### config.mk
export PLATFORM = sky130hd
export DESIGN_NAME = fp_addsub_seq
export DESIGN_NICKNAME = d
export VERILOG_FILES = /design/src/rtl/fp_pkg.sv /design/src/rtl/fp_lzc.sv /design/src/rtl/fp_addsub_seq.sv
export SDC_FILE = /design/constraint.sdc
export NUM_CORES = 1
export LEC_CHECK = 0
export CAP_MARGIN = 20
export CORE_MARGIN = 8
export CORE_UTILIZATION = 30
export DETAILED_ROUTE_END_ITERATION = 10
export GPL_ROUTABILITY_DRIVEN = 0
export HOLD_SLACK_MARGIN = 0.06
export PLACE_DENSITY = 0.49
export SLEW_MARGIN = 10
export SYNTH_ARGS = -nofsm -noshare
export SYNTH_HDL_FRONTEND = slang
export SYNTH_SLANG_ARGS = --single-unit
### constraint.sdc
create_clock -name clk -period 6 [get_ports clk]
set_input_delay 0.6 -clock clk [delete_from_list [all_inputs] [get_ports clk]]
set_output_delay 0.6 -clock clk [all_outputs]
set_load 0.1 [all_outputs]
### src/rtl/fp_pkg.sv
// Shared types and constants for the single-precision add/subtract datapath.
package fp_pkg;

  localparam int EXP_W   = 8;
  localparam int MAN_W   = 23;
  localparam int BIAS    = 127;
  localparam int EXP_MAX = 2 * BIAS + 1;

  localparam logic [31:0] QNAN    = 32'h7FC0_0000;
  localparam logic [7:0]  INF_EXP = 8'hFF;

  localparam int FLAG_INVALID   = 3;
  localparam int FLAG_OVERFLOW  = 2;
  localparam int FLAG_UNDERFLOW = 1;
  localparam int FLAG_INEXACT   = 0;

  typedef enum logic [2:0] {IDLE, ALIGN, ADD, NORM, ROUND, RESP} state_t;

  typedef struct packed {
    logic             sign;
    logic [EXP_W-1:0] exp;
    logic [MAN_W:0]   sig;
  } fp_unp_t;

  // Denormals carry no hidden bit and are flushed to a signed zero here.
  function automatic fp_unp_t fp_unpack(input logic [31:0] f, input logic flip);
    fp_unp_t u;
    u.sign = f[31] ^ flip;
    u.exp  = f[30:23];
    u.sig  = (f[30:23] == '0) ? '0 : {1'b1, f[22:0]};
    return u;
  endfunction

endpackage

### src/rtl/fp_lzc.sv
// 28-bit leading-zero counter; an all-zero input reports 28.
module fp_lzc (
  input  logic [27:0] din,
  output logic [4:0]  cnt
);

  // Scan upward so the most significant set bit decides the count.
  always_comb begin
    cnt = 5'd28;
    for (int i = 0; i < 28; i++) begin
      if (din[i]) cnt = 5'(27 - i);
    end
  end

endmodule

### src/rtl/fp_addsub_seq.sv
// Multi-cycle IEEE-754 single-precision add/subtract, one operation in flight.
//
// state | meaning
// IDLE  | ready for a new operation, operands captured on accept
// ALIGN | unpack, special-case bypass, swap and align smaller operand
// ADD   | add or subtract aligned significands
// NORM  | normalise via carry shift or leading-zero shift
// ROUND | round to nearest even, range checks, result staged
// RESP  | present result (o_valid rises one cycle in), hold until taken
module fp_addsub_seq #(
  parameter int EXP_W = 8,
  parameter int MAN_W = 23
) (
  input  logic        clk,
  input  logic        reset_n,
  input  logic        i_valid,
  output logic        o_in_ready,
  input  logic [31:0] i_fp1,
  input  logic [31:0] i_fp2,
  input  logic        i_op,
  output logic        o_valid,
  input  logic        i_out_ready,
  output logic [31:0] o_fp,
  output logic [3:0]  o_flags
);
  import fp_pkg::*;

  localparam logic signed [9:0] EXP_TOP = 10'(EXP_MAX);

  state_t state_q, state_d;

  logic [31:0] a_q, b_q;
  logic        op_q;

  fp_unp_t          ua, ub;
  logic             a_nan, b_nan, a_inf, b_inf, a_ge;
  logic             big_sign;
  logic [EXP_W-1:0] big_exp, sml_exp, diff;
  logic [MAN_W:0]   big_sig, sml_sig;
  logic [4:0]       sh;
  logic [26:0]      sml_ext, sml_shr, sml_mask;
  logic             byp_d;
  logic [31:0]      byp_fp_d;
  logic [3:0]       byp_flags_d;

  logic             sign_q, eff_sub_q, zneg_q, byp_q;
  logic [EXP_W-1:0] exp_q;
  logic [MAN_W:0]   big_sig_q;
  logic [26:0]      sml_q;
  logic [31:0]      byp_fp_q;
  logic [3:0]       byp_flags_q;

  logic [27:0]      big_ext, sum_d, sum_q;

  logic [4:0]         lz;
  logic [26:0]        shl, nrm_d, nrm_q;
  logic signed [9:0]  nexp_d, nexp_q;
  logic               zero_q;

  logic               rup;
  logic [24:0]        mant_rnd;
  logic signed [9:0]  exp_r;
  logic [MAN_W-1:0]   man_r;
  logic [31:0]        res_fp_d, res_fp_q;
  logic [3:0]         res_flags_d, res_flags_q;

  fp_lzc u_lzc (
    .din (sum_q),
    .cnt (lz)
  );

  // State register.
  always_ff @(posedge clk or negedge reset_n) begin
    if (!reset_n) state_q <= IDLE;
    else          state_q <= state_d;
  end

  // Next-state decode; fixed one-cycle stages keep latency constant.
  always_comb begin
    state_d    = state_q;
    o_in_ready = 1'b0;
    case (state_q)
      IDLE: begin
        o_in_ready = 1'b1;
        if (i_valid) state_d = ALIGN;
      end
      ALIGN: state_d = ADD;
      ADD:   state_d = NORM;
      NORM:  state_d = ROUND;
      ROUND: state_d = RESP;
      RESP:  if (o_valid && i_out_ready) state_d = IDLE;
      default: state_d = IDLE;
    endcase
  end

  // Unpack, classify specials, order by magnitude and align the smaller operand.
  always_comb begin
    ua       = fp_unpack(a_q, 1'b0);
    ub       = fp_unpack(b_q, op_q);
    a_nan    = (a_q[30:23] == INF_EXP) && (a_q[22:0] != '0);
    b_nan    = (b_q[30:23] == INF_EXP) && (b_q[22:0] != '0);
    a_inf    = (a_q[30:23] == INF_EXP) && (a_q[22:0] == '0);
    b_inf    = (b_q[30:23] == INF_EXP) && (b_q[22:0] == '0);
    a_ge     = {ua.exp, ua.sig} >= {ub.exp, ub.sig};
    big_sign = a_ge ? ua.sign : ub.sign;
    big_exp  = a_ge ? ua.exp  : ub.exp;
    big_sig  = a_ge ? ua.sig  : ub.sig;
    sml_exp  = a_ge ? ub.exp  : ua.exp;
    sml_sig  = a_ge ? ub.sig  : ua.sig;
    diff     = big_exp - sml_exp;
    sh       = (diff > 8'd27) ? 5'd27 : diff[4:0];
    sml_ext  = {sml_sig, 3'b000};
    sml_shr  = sml_ext >> sh;
    sml_mask = (27'd1 << sh) - 27'd1;
    byp_d       = 1'b0;
    byp_fp_d    = '0;
    byp_flags_d = '0;
    if (a_nan || b_nan) begin
      byp_d = 1'b1;
      byp_fp_d = QNAN;
      byp_flags_d[FLAG_INVALID] = 1'b1;
    end else if (a_inf && b_inf && (ua.sign != ub.sign)) begin
      byp_d = 1'b1;
      byp_fp_d = QNAN;
      byp_flags_d[FLAG_INVALID] = 1'b1;
    end else if (a_inf) begin
      byp_d = 1'b1;
      byp_fp_d = {ua.sign, INF_EXP, 23'd0};
    end else if (b_inf) begin
      byp_d = 1'b1;
      byp_fp_d = {ub.sign, INF_EXP, 23'd0};
    end
  end

  // Magnitude add/subtract; |big| >= |small| so the difference never goes negative.
  always_comb begin
    big_ext = {1'b0, big_sig_q, 3'b000};
    sum_d   = eff_sub_q ? (big_ext - {1'b0, sml_q}) : (big_ext + {1'b0, sml_q});
  end

  // Bring the leading one to bit 26; sticky is kept in bit 0 on the right shift.
  always_comb begin
    shl = sum_q[26:0] << (lz - 5'd1);
    if (sum_q[27]) begin
      nrm_d  = {sum_q[27:2], sum_q[1] | sum_q[0]};
      nexp_d = $signed({2'b00, exp_q}) + 10'sd1;
    end else begin
      nrm_d  = shl;
      nexp_d = $signed({2'b00, exp_q}) - $signed({5'b00000, lz - 5'd1});
    end
  end

  // Round to nearest even, then resolve bypass, zero, overflow and flush-to-zero.
  always_comb begin
    rup         = nrm_q[2] & (nrm_q[1] | nrm_q[0] | nrm_q[3]);
    mant_rnd    = {1'b0, nrm_q[26:3]} + {24'd0, rup};
    exp_r       = nexp_q + $signed({9'd0, mant_rnd[24]});
    man_r       = mant_rnd[24] ? mant_rnd[23:1] : mant_rnd[22:0];
    res_fp_d    = {sign_q, exp_r[EXP_W-1:0], man_r};
    res_flags_d = '0;
    if (byp_q) begin
      res_fp_d    = byp_fp_q;
      res_flags_d = byp_flags_q;
    end else if (zero_q) begin
      res_fp_d = {zneg_q, 31'd0};
    end else if (exp_r >= EXP_TOP) begin
      res_fp_d = {sign_q, INF_EXP, 23'd0};
      res_flags_d[FLAG_OVERFLOW] = 1'b1;
      res_flags_d[FLAG_INEXACT]  = 1'b1;
    end else if (exp_r <= 10'sd0) begin
      res_fp_d = {sign_q, 31'd0};
      res_flags_d[FLAG_UNDERFLOW] = 1'b1;
      res_flags_d[FLAG_INEXACT]   = 1'b1;
    end else begin
      res_flags_d[FLAG_INEXACT] = nrm_q[2] | nrm_q[1] | nrm_q[0];
    end
  end

  // Stage registers, each loaded only in the state that produces it.
  always_ff @(posedge clk or negedge reset_n) begin
    if (!reset_n) begin
      a_q <= '0; b_q <= '0; op_q <= 1'b0;
      sign_q <= 1'b0; exp_q <= '0; big_sig_q <= '0; sml_q <= '0;
      eff_sub_q <= 1'b0; zneg_q <= 1'b0;
      byp_q <= 1'b0; byp_fp_q <= '0; byp_flags_q <= '0;
      sum_q <= '0; nrm_q <= '0; nexp_q <= '0; zero_q <= 1'b0;
      res_fp_q <= '0; res_flags_q <= '0;
    end else begin
      case (state_q)
        IDLE: if (i_valid) begin
          a_q <= i_fp1; b_q <= i_fp2; op_q <= i_op;
        end
        ALIGN: begin
          sign_q      <= big_sign;
          exp_q       <= big_exp;
          big_sig_q   <= big_sig;
          sml_q       <= {sml_shr[26:1], sml_shr[0] | (|(sml_ext & sml_mask))};
          eff_sub_q   <= ua.sign ^ ub.sign;
          zneg_q      <= ua.sign & ub.sign;
          byp_q       <= byp_d;
          byp_fp_q    <= byp_fp_d;
          byp_flags_q <= byp_flags_d;
        end
        ADD:   sum_q <= sum_d;
        NORM: begin
          nrm_q  <= nrm_d;
          nexp_q <= nexp_d;
          zero_q <= (sum_q == '0);
        end
        ROUND: begin
          res_fp_q    <= res_fp_d;
          res_flags_q <= res_flags_d;
        end
        default: ;
      endcase
    end
  end

  // Output register: raise valid one cycle into RESP, drop it on handoff.
  always_ff @(posedge clk or negedge reset_n) begin
    if (!reset_n) begin
      o_valid <= 1'b0;
      o_fp    <= '0;
      o_flags <= '0;
    end else if (state_q == RESP) begin
      if (!o_valid) begin
        o_valid <= 1'b1;
        o_fp    <= res_fp_q;
        o_flags <= res_flags_q;
      end else if (i_out_ready) begin
        o_valid <= 1'b0;
      end
    end
  end

endmodule
==> results.json, run 1 <==
{
  "antenna_found_initial": 0,
  "synth_edf_count": 0,
  "fin_crit_ps": 5770,
  "r2r_slack_ps": 230,
  "core_um2": 63000,
  "place_inst": 3117,
  "slew_viol_final": 0,
  "grt_pass1_wl_um": 98300,
  "via_per_inst": 5.42,
  "rr_worst_depth": 23,
  "die_width_um": 268,
  "via_count": 17200,
  "clock.fmax_mhz": 173,
  "crit_top_cell": "buf_4",
  "r2r_start": "a_q[30]$_DFFE_PN0P_",
  "hpwl_um": 47300,
  "clockRootBuffer": "clkbuf_16",
  "synth_cell_type_count": 99,
  "route.detailed.drc": 0,
  "netlist_area_um2": 19100,
  "worstPathCellList": "nor4_4 > nand2_1 > buf_4 > and2_1 > ha_1 > nand2_1 > nor3_1 > a21oi_1 > o31a_1 > buf_4 > o21ai_4 > mux2i_1 > a221o_1 > nor3_2 > buf_4 > o22ai_4 > buf_4 > nor4_2 > o2bb2ai_1 > a21o_1 > nor2_1 > a2111oi_0 > o32a_1",
  "netlist.area_leader.share": 0.357,
  "crit_type": "flop to flop",
  "synth_top_area_cell": "dfrtp_1",
  "finClkSkew_ps": 11.7,
  "portBuffers": 106,
  "endpoint_kind": "flop",
  "crit_slowest_cell": "nor4_2",
  "ios": 107,
  "netlist_instances": 2205,
  "drtIter0Drc": 1501,
  "totalWireLength_um": 62100,
  "dieArea_um2": 71800,
  "first_global_vias": 16900,
  "die_y_um": 268,
  "cap_violations": 0,
  "critPathMaxStageDelay_ps": 470,
  "layout-drive-gt1-share": 0.145,
  "avgSynthCellArea_um2": 8.64,
  "htreeDepth": 1,
  "max_slew_margin": 0.315,
  "hold_buffers": 0,
  "first_pass_iters": 6,
  "critPathMaxFanout": 26,
  "status": "finished clean",
  "clkTransAtPathRegs_ps": 70,
  "fin_crit_sh": 0.962,
  "cts_buffer_depth": 3,
  "area_delta_synth_final_pct": 19.0,
  "ys_seq_elements": 272,
  "fin_tns_setup_ps": 0,
  "n_antenna_cell": 0,
  "rows": 92,
  "syn_nets": 2369,
  "grt-ovfl-total": 0,
  "cp.required_ps": 6540,
  "arrival_ps": 6310,
  "yosys-top-cells-count": "nand2_1, dfrtp_1, nor2_1",
  "hold_class": "input pin to async pin",
  "start_kind": "flop",
  "finish.utilization": 0.360,
  "worstMarginPinSlew_ps": 1020,
  "yosys_warnings": 0,
  "num-nets-final": 2476,
  "worstReg2RegEnd": "sml_q[9]$_DFFE_PN0P_",
  "antenna_left": 0,
  "clk_latency_ps": 600,
  "start_util": 0.303,
  "setup_viol": 0,
  "synth_flop_cell": "dfrtp_1",
  "wl_per_cell_um": 19.5,
  "grt_max_degree": 102,
  "finalHoldViolCount": 0,
  "yosysSeqAreaShare": 0.357,
  "grt_use_total": 0.169,
  "async_flop_share": 1.00,
  "synth.most_common_cell": "nand2_1",
  "ys_top_cells_by_area": "dfrtp_1, ha_1, nand2_1, mux2_2, o21ai_0",
  "numClockSinks": 272,
  "cts_tree": "done",
  "stdcell_count": 3182,
  "numCtsBuffers": 31
}
through the flow:
step	hold slack, ps	instance area, µm²	setup slack, ps
floorplan	304	19100	561
global placement	463	21400	95.6
detailed placement	461	21400	107
CTS	63.5	22500	69.5
global route	85.5	22700	-33.9
finish	36.7	22700	226
cell families (layout without fill, tap and decap cells):
group	count (synthesis)	in the layout	synth area share
AOI/OAI and AO/OA	651	651	0.221
buffers and inverters	212	343	0.0435
DFF	272	272	0.357
adders and majority gates	95	95	0.0632
xor gates and xnor gates	63	63	0.0294
muxes	160	160	0.104
and+or+nand+nor	752	752	0.181
placed cells by master, fill, tap and decap left out, types with 25 or more instances in the layout:
cell type / instances
inv_1: 81
clkdlybuf4s50_1: 105
mux2_2: 100
a21oi_1: 158
nand3_1: 43
a31oi_1: 34
clkbuf_16: 31
nor2_1: 200
nand4_1: 26
buf_4: 92
nand2_1: 302
ha_1: 93
dfrtp_1: 272
and2_1: 35
nor3_1: 34
xnor2_1: 35
xor2_1: 25
o21ai_0: 184
mux2i_1: 39
worst max-delay path: cells and delay by family, from the launching register on:
kind | cells | cell delay (ps)
AOI/OAI and AO/OA | 9 | 2410
and+or+nand+nor | 8 | 1710
buffers and inverters | 4 | 740
DFF | 1 | 410
adders and majority gates | 1 | 300
muxes | 1 | 130
state kept, by name (all words and copies together) (netlist names), 3 cells and up:
name / cells
a_q: 32
b_q: 32
o_fp: 32
res_fp_q: 32
sum_q: 28
nrm_q: 27
sml_q: 27
big_sig_q: 24
nexp_q: 10
exp_q: 8
o_flags: 4
res_flags_q: 4
byp_fp_q: 3
state_q: 3
routing by layer:
metal  routed length (µm)  up-vias  track usage
li1                     -     8231            -
met5                    0        -            0
met4                 2110        0       0.0532
met1                27300     8311        0.220
met3                 3530      117       0.0251
met2                29200      584        0.289
worst max path at each step:
stage / endpoint / startpoint / cells after the start / slack, ps
floorplan: sml_q[0]$_DFFE_PN0P_ / a_q[28]$_DFFE_PN0P_ / 25 / 560
global placement: sml_q[0]$_DFFE_PN0P_ / a_q[28]$_DFFE_PN0P_ / 24 / 100
detailed placement: sml_q[0]$_DFFE_PN0P_ / a_q[28]$_DFFE_PN0P_ / 23 / 110
CTS: sml_q[0]$_DFFE_PN0P_ / a_q[28]$_DFFE_PN0P_ / 22 / 70
global route: sml_q[2]$_DFFE_PN0P_ / a_q[30]$_DFFE_PN0P_ / 24 / -30
finish: sml_q[9]$_DFFE_PN0P_ / a_q[30]$_DFFE_PN0P_ / 23 / 230
final cells by class:
cell class	instances	area [µm²]
clock inverter	12	131
multi-input combinational	1721	11600
sequential	272	6810
inverter	85	319
clock buffer	45	918
timing repair buffer	201	1820
tap	846	1060
fill	6498	40300
timing repair:
item                                    4_1_cts  5_1_grt
buffers inserted                              0        8
gates resized for setup                       0       26
endpoints found under the setup margin        0       26
Power of run 1 is not shown: default switching activity piles up to over one toggle a cycle in this logic, so the estimate is an artifact.
==> run 2: changes to the inputs <==
==> constraint.sdc (replaced) <==
create_clock -name clk -period 5.7 [get_ports clk]
set_input_delay 0.57 -clock clk [delete_from_list [all_inputs] [get_ports clk]]
set_output_delay 0.57 -clock clk [all_outputs]
set_load 0.1 [all_outputs]
==> results.json, run 2 (synthesized netlist as in run 1, its figures left out) <==
{
  "status": "finished clean",
  "die_y_um": 268,
  "cts_buffer_depth": 3,
  "endpoint_kind": "flop",
  "first_global_vias": 17600,
  "clock.fmax_mhz": 180,
  "first_pass_iters": 6,
  "antenna_left": 0,
  "max_slew_margin": 0.315,
  "multi_input_area_um2": 11900,
  "hpwl_um": 48500,
  "drtIter0Drc": 1502,
  "area_delta_synth_final_pct": 24.1,
  "layout-drive-gt1-share": 0.191,
  "grt_pass1_wl_um": 101000,
  "numClockSinks": 272,
  "numCtsBuffers": 34,
  "mostFrequentLayoutCells": "nand2_1, dfrtp_1, nor2_1",
  "start_util": 0.303,
  "portBuffers": 106,
  "nFillCells": 6433,
  "htreeDepth": 2,
  "fin_crit_ps": 5550,
  "fin_tns_setup_ps": 0,
  "via_count": 17700,
  "setup_viol": 0,
  "cap_violations": 0,
  "core_um2": 63000,
  "wl_per_cell_um": 19.6,
  "rsz0062_at_grt": "true",
  "route.detailed.drc": 0,
  "die_width_um": 268,
  "cp.required_ps": 6090,
  "clk_latency_ps": 550,
  "grt_max_degree": 148,
  "arrival_ps": 5950,
  "hold_buffers": 0,
  "ios": 107,
  "finalHoldViolCount": 0,
  "cts_tree": "done",
  "start_kind": "flop",
  "via_per_inst": 5.40,
  "clockRootBuffer": "clkbuf_16",
  "crit_type": "flop to flop",
  "slew_viol_final": 0,
  "dieArea_um2": 71800,
  "fin_crit_sh": 0.975,
  "grt_use_total": 0.174,
  "hold_class": "input pin to async pin",
  "finClkSkew_ps": 17.2,
  "regArea_um2": 6810,
  "antenna_found_initial": 1,
  "worstMarginPinSlew_ps": 1020,
  "num-nets-final": 2562,
  "grt-ovfl-total": 0,
  "critPathMaxFanout": 7,
  "final_common_cell": "nand2_1",
  "rows": 92,
  "totalWireLength_um": 64100,
  "n_antenna_cell": 0,
  "clkTransAtPathRegs_ps": 60
}
-- run 2: cell count changes in the layout (fill, tap and decap cells not counted), moves of 5 or more --
cell       change
a21oi_1        -6
a21oi_2        +6
and2_1         -5
and2_4         +6
buf_4         +76
clkbuf_16      +6
ha_1           -6
ha_4           +5
nand2_1        -5
o21ai_2        +5
-- run 2: path summary, 6_finish.rpt --
kind,start,slack (ps),end,cells past startpoint
hold / removal,reset_n,60,o_fp[24]$_DFFE_PN0P_,1
hold reg to reg,res_fp_q[24]$_DFFE_PN0N_,480,res_fp_q[24]$_DFFE_PN0N_,2
setup reg to reg,a_q[30]$_DFFE_PN0P_,150,sml_q[6]$_DFFE_PN0P_,25
max in group asynchronous,reset_n,4340,big_sig_q[14]$_DFFE_PN0P_,2
min in group clk,res_fp_q[24]$_DFFE_PN0N_,480,res_fp_q[24]$_DFFE_PN0N_,2
setup / recovery,a_q[30]$_DFFE_PN0P_,150,sml_q[6]$_DFFE_PN0P_,25
-- run 2: final cells by class --
type	count	share of cell area
multi-input cells	1721	0.501
flip-flops and latches	272	0.288
repair buffers	284	0.106
well taps	846	0.0448
clock buffers	50	0.0428
inverters	85	0.0135
clock inverters	10	0.00365
-- run 2: routing by layer --
layer,part of all wire,global-route usage,vias to the layer above,wire (µm)
met5,0,0,-,0
met4,0.043,0.0709,0,2730
met3,0.053,0.0249,140,3380
met2,0.47,0.290,558,29900
met1,0.44,0.225,8550,28100
li1,-,-,8403,-
-- run 2: what timing repair did --
item	CTS	global route
gates resized for setup	5	74
endpoints found under the setup margin	4	27
buffers inserted	0	12
pin swaps	0	24
gates cloned	0	3
-- run 2: critical path, cell delays in order, from the launching register on --
cell       delay (ps)
dfrtp_1           400
nor4_2            300
buf_4             200
nand2_8            80
clkbuf_16         190
and2_1            180
ha_1              290
nand2_1            60
nor3_2            190
a21oi_2           110
o31ai_4           380
buf_6             170
a2111oi_2          60
buf_4             160
o311ai_4          280
a41oi_2           150
or3_4             360
buf_4             140
a32o_2            280
nor3_4            130
buf_6             160
buf_4             110
mux2i_1            70
a221o_1           420
a221o_1           380
a2bb2oi_1         150
-- run 2: per-stage QoR --
stage	std cells	setup WS [ps]	util	instance area (µm²)	hold slack [ps]
global route	3268	-106	0.375	23600	123
global placement	3193	-59.2	0.349	22000	462
CTS	3253	22.9	0.367	23100	91.4
finish	3268	145	0.375	23600	64.1
detailed placement	3193	-120	0.349	22000	468
floorplan	2205	261	-	19100	274
Power of run 2 is left out for the same reason.
==> run 3: changes to the inputs <==
--- a/config.mk
+++ b/config.mk
@@ -10,7 +10,7 @@
 export CORE_UTILIZATION = 30
 export DETAILED_ROUTE_END_ITERATION = 10
 export GPL_ROUTABILITY_DRIVEN = 0
-export HOLD_SLACK_MARGIN = 0.06
+export MAX_ROUTING_LAYER = met4
 export PLACE_DENSITY = 0.49
 export SLEW_MARGIN = 10
 export SYNTH_ARGS = -nofsm -noshare
==> results.json, run 3 (synthesized netlist as in run 1, its figures left out) <==
{
  "dieArea_um2": 71800,
  "critPathMaxStageDelay_ps": 440,
  "mostFrequentLayoutCells": "nand2_1, dfrtp_1, nor2_1",
  "layout-drive-gt1-share": 0.191,
  "first_global_vias": 17600,
  "first_pass_iters": 6,
  "ios": 107,
  "numClockSinks": 272,
  "hpwl_um": 48500,
  "wl_per_cell_um": 19.6,
  "area_delta_synth_final_pct": 24.1,
  "hold_class": "input pin to async pin",
  "die_width_um": 268,
  "cap_violations": 0,
  "status": "finished clean",
  "finalHoldViolCount": 0,
  "crit_slowest_cell": "nor4_4",
  "fin_crit_ps": 5560,
  "final_common_cell": "nand2_1",
  "r2r_slack_ps": 140,
  "portBuffers": 106,
  "grt_use_total": 0.179,
  "start_kind": "flop",
  "r2r_start": "a_q[23]$_DFFE_PN0P_",
  "grt_max_degree": 148,
  "cts_tree": "done",
  "endpoint_kind": "flop",
  "cp.required_ps": 6090,
  "nFillCells": 6433,
  "num-nets-final": 2562,
  "via_count": 17700,
  "arrival_ps": 5950,
  "clkTransAtPathRegs_ps": 60,
  "totalWireLength_um": 64000,
  "antenna_left": 0,
  "crit_top_cell": "buf_4",
  "clock.fmax_mhz": 180,
  "critPathMaxFanout": 7,
  "hold_buffers": 0,
  "n_antenna_cell": 0,
  "setup_viol": 0,
  "htreeDepth": 2,
  "finish.utilization": 0.375,
  "route.detailed.drc": 0,
  "grt-ovfl-total": 0,
  "rr_worst_depth": 24,
  "clockRootBuffer": "clkbuf_16",
  "drtIter0Drc": 1452,
  "worstPathCellList": "nor4_4 > nand2_8 > clkbuf_16 > and2_4 > ha_1 > nand2_1 > nor3_2 > a21oi_2 > o31ai_4 > buf_6 > a2111oi_2 > buf_4 > o311ai_4 > a41oi_2 > or3_4 > buf_4 > a32o_2 > nor3_4 > buf_6 > buf_4 > mux2i_1 > a221o_1 > a221o_1 > a2bb2oi_1",
  "worstMarginPinSlew_ps": 1020,
  "numCtsBuffers": 34,
  "slew_viol_final": 0,
  "die_y_um": 268,
  "via_per_inst": 5.40,
  "regArea_um2": 6810,
  "antenna_found_initial": 1,
  "fin_crit_sh": 0.975,
  "grt_pass1_wl_um": 101000,
  "multi_input_area_um2": 11900,
  "cts_buffer_depth": 3,
  "crit_type": "flop to flop",
  "core_um2": 63000,
  "start_util": 0.303,
  "finClkSkew_ps": 15.0,
  "clk_latency_ps": 540,
  "rows": 92,
  "max_slew_margin": 0.316,
  "worstReg2RegEnd": "sml_q[6]$_DFFE_PN0P_"
}
run 3: metal layers:
| layer | vias to the layer above | wire, µm | global-route usage | part of all wire |
|---|---|---|---|---|
| met2 | 561 | 29800 | 0.289 | 0.47 |
| met4 | 0 | 2820 | 0.0711 | 0.044 |
| met5 | - | 0 | - | 0 |
| met1 | 8549 | 28100 | 0.225 | 0.44 |
| li1 | 8400 | - | - | - |
| met3 | 149 | 3280 | 0.0252 | 0.051 |
run 3: stage by stage:
step / instance area, µm² / instances / TNS, ps / setup slack [ps] / hold slack [ps]
after floorplan: 19100 / 2205 / 0 / 261 / 274
after global placement: 22000 / 3193 / -59.2 / -59.2 / 462
after detailed placement: 22000 / 3193 / -231 / -120 / 468
after CTS: 23100 / 3253 / 0 / 22.9 / 91.4
after global routing: 23600 / 3268 / -572 / -87.8 / 122
final: 23600 / 3268 / 0 / 142 / 57.2
run 3: worst max-delay path, delay by kind of cell (launching register included):
kind	cells	cell delay [ps]
buffers and inverters	6	920
DFF	1	400
AOI/OAI and AO/OA	9	2200
and+or+nand+nor	7	1500
muxes	1	60
adders and majority gates	1	300
run 3: how the worst max path moves through the flow:
stage / startpoint / to / slack, ps / cells after the start
after floorplan: a_q[28]$_DFFE_PN0P_ / sml_q[0]$_DFFE_PN0P_ / 260 / 25
after global placement: a_q[28]$_DFFE_PN0P_ / sml_q[2]$_DFFE_PN0P_ / -60 / 25
after detailed placement: a_q[29]$_DFFE_PN0P_ / sml_q[2]$_DFFE_PN0P_ / -120 / 23
after CTS: a_q[29]$_DFFE_PN0P_ / sml_q[9]$_DFFE_PN0P_ / 20 / 24
after global routing: a_q[23]$_DFFE_PN0P_ / sml_q[7]$_DFFE_PN0P_ / -90 / 26
final: a_q[23]$_DFFE_PN0P_ / sml_q[6]$_DFFE_PN0P_ / 140 / 24
run 3: timing repair:
| action | CTS | global route |
|---|---|---|
| gates resized for setup | 5 | 75 |
| setup endpoints to repair | 4 | 27 |
| setup buffers | 0 | 12 |
| cloned | 0 | 3 |
| pin swaps | 0 | 24 |
run 3: layout make-up:
cell class | instances | share of cell area
Clock buffer | 50 | 0.0428
Inverter | 85 | 0.0135
Sequential cell | 272 | 0.288
Timing Repair Buffer | 284 | 0.106
Clock inverter | 10 | 0.00365
Multi-Input combinational cell | 1721 | 0.501
Tap cell | 846 | 0.0448
Power of run 3 is left out for the same reason.
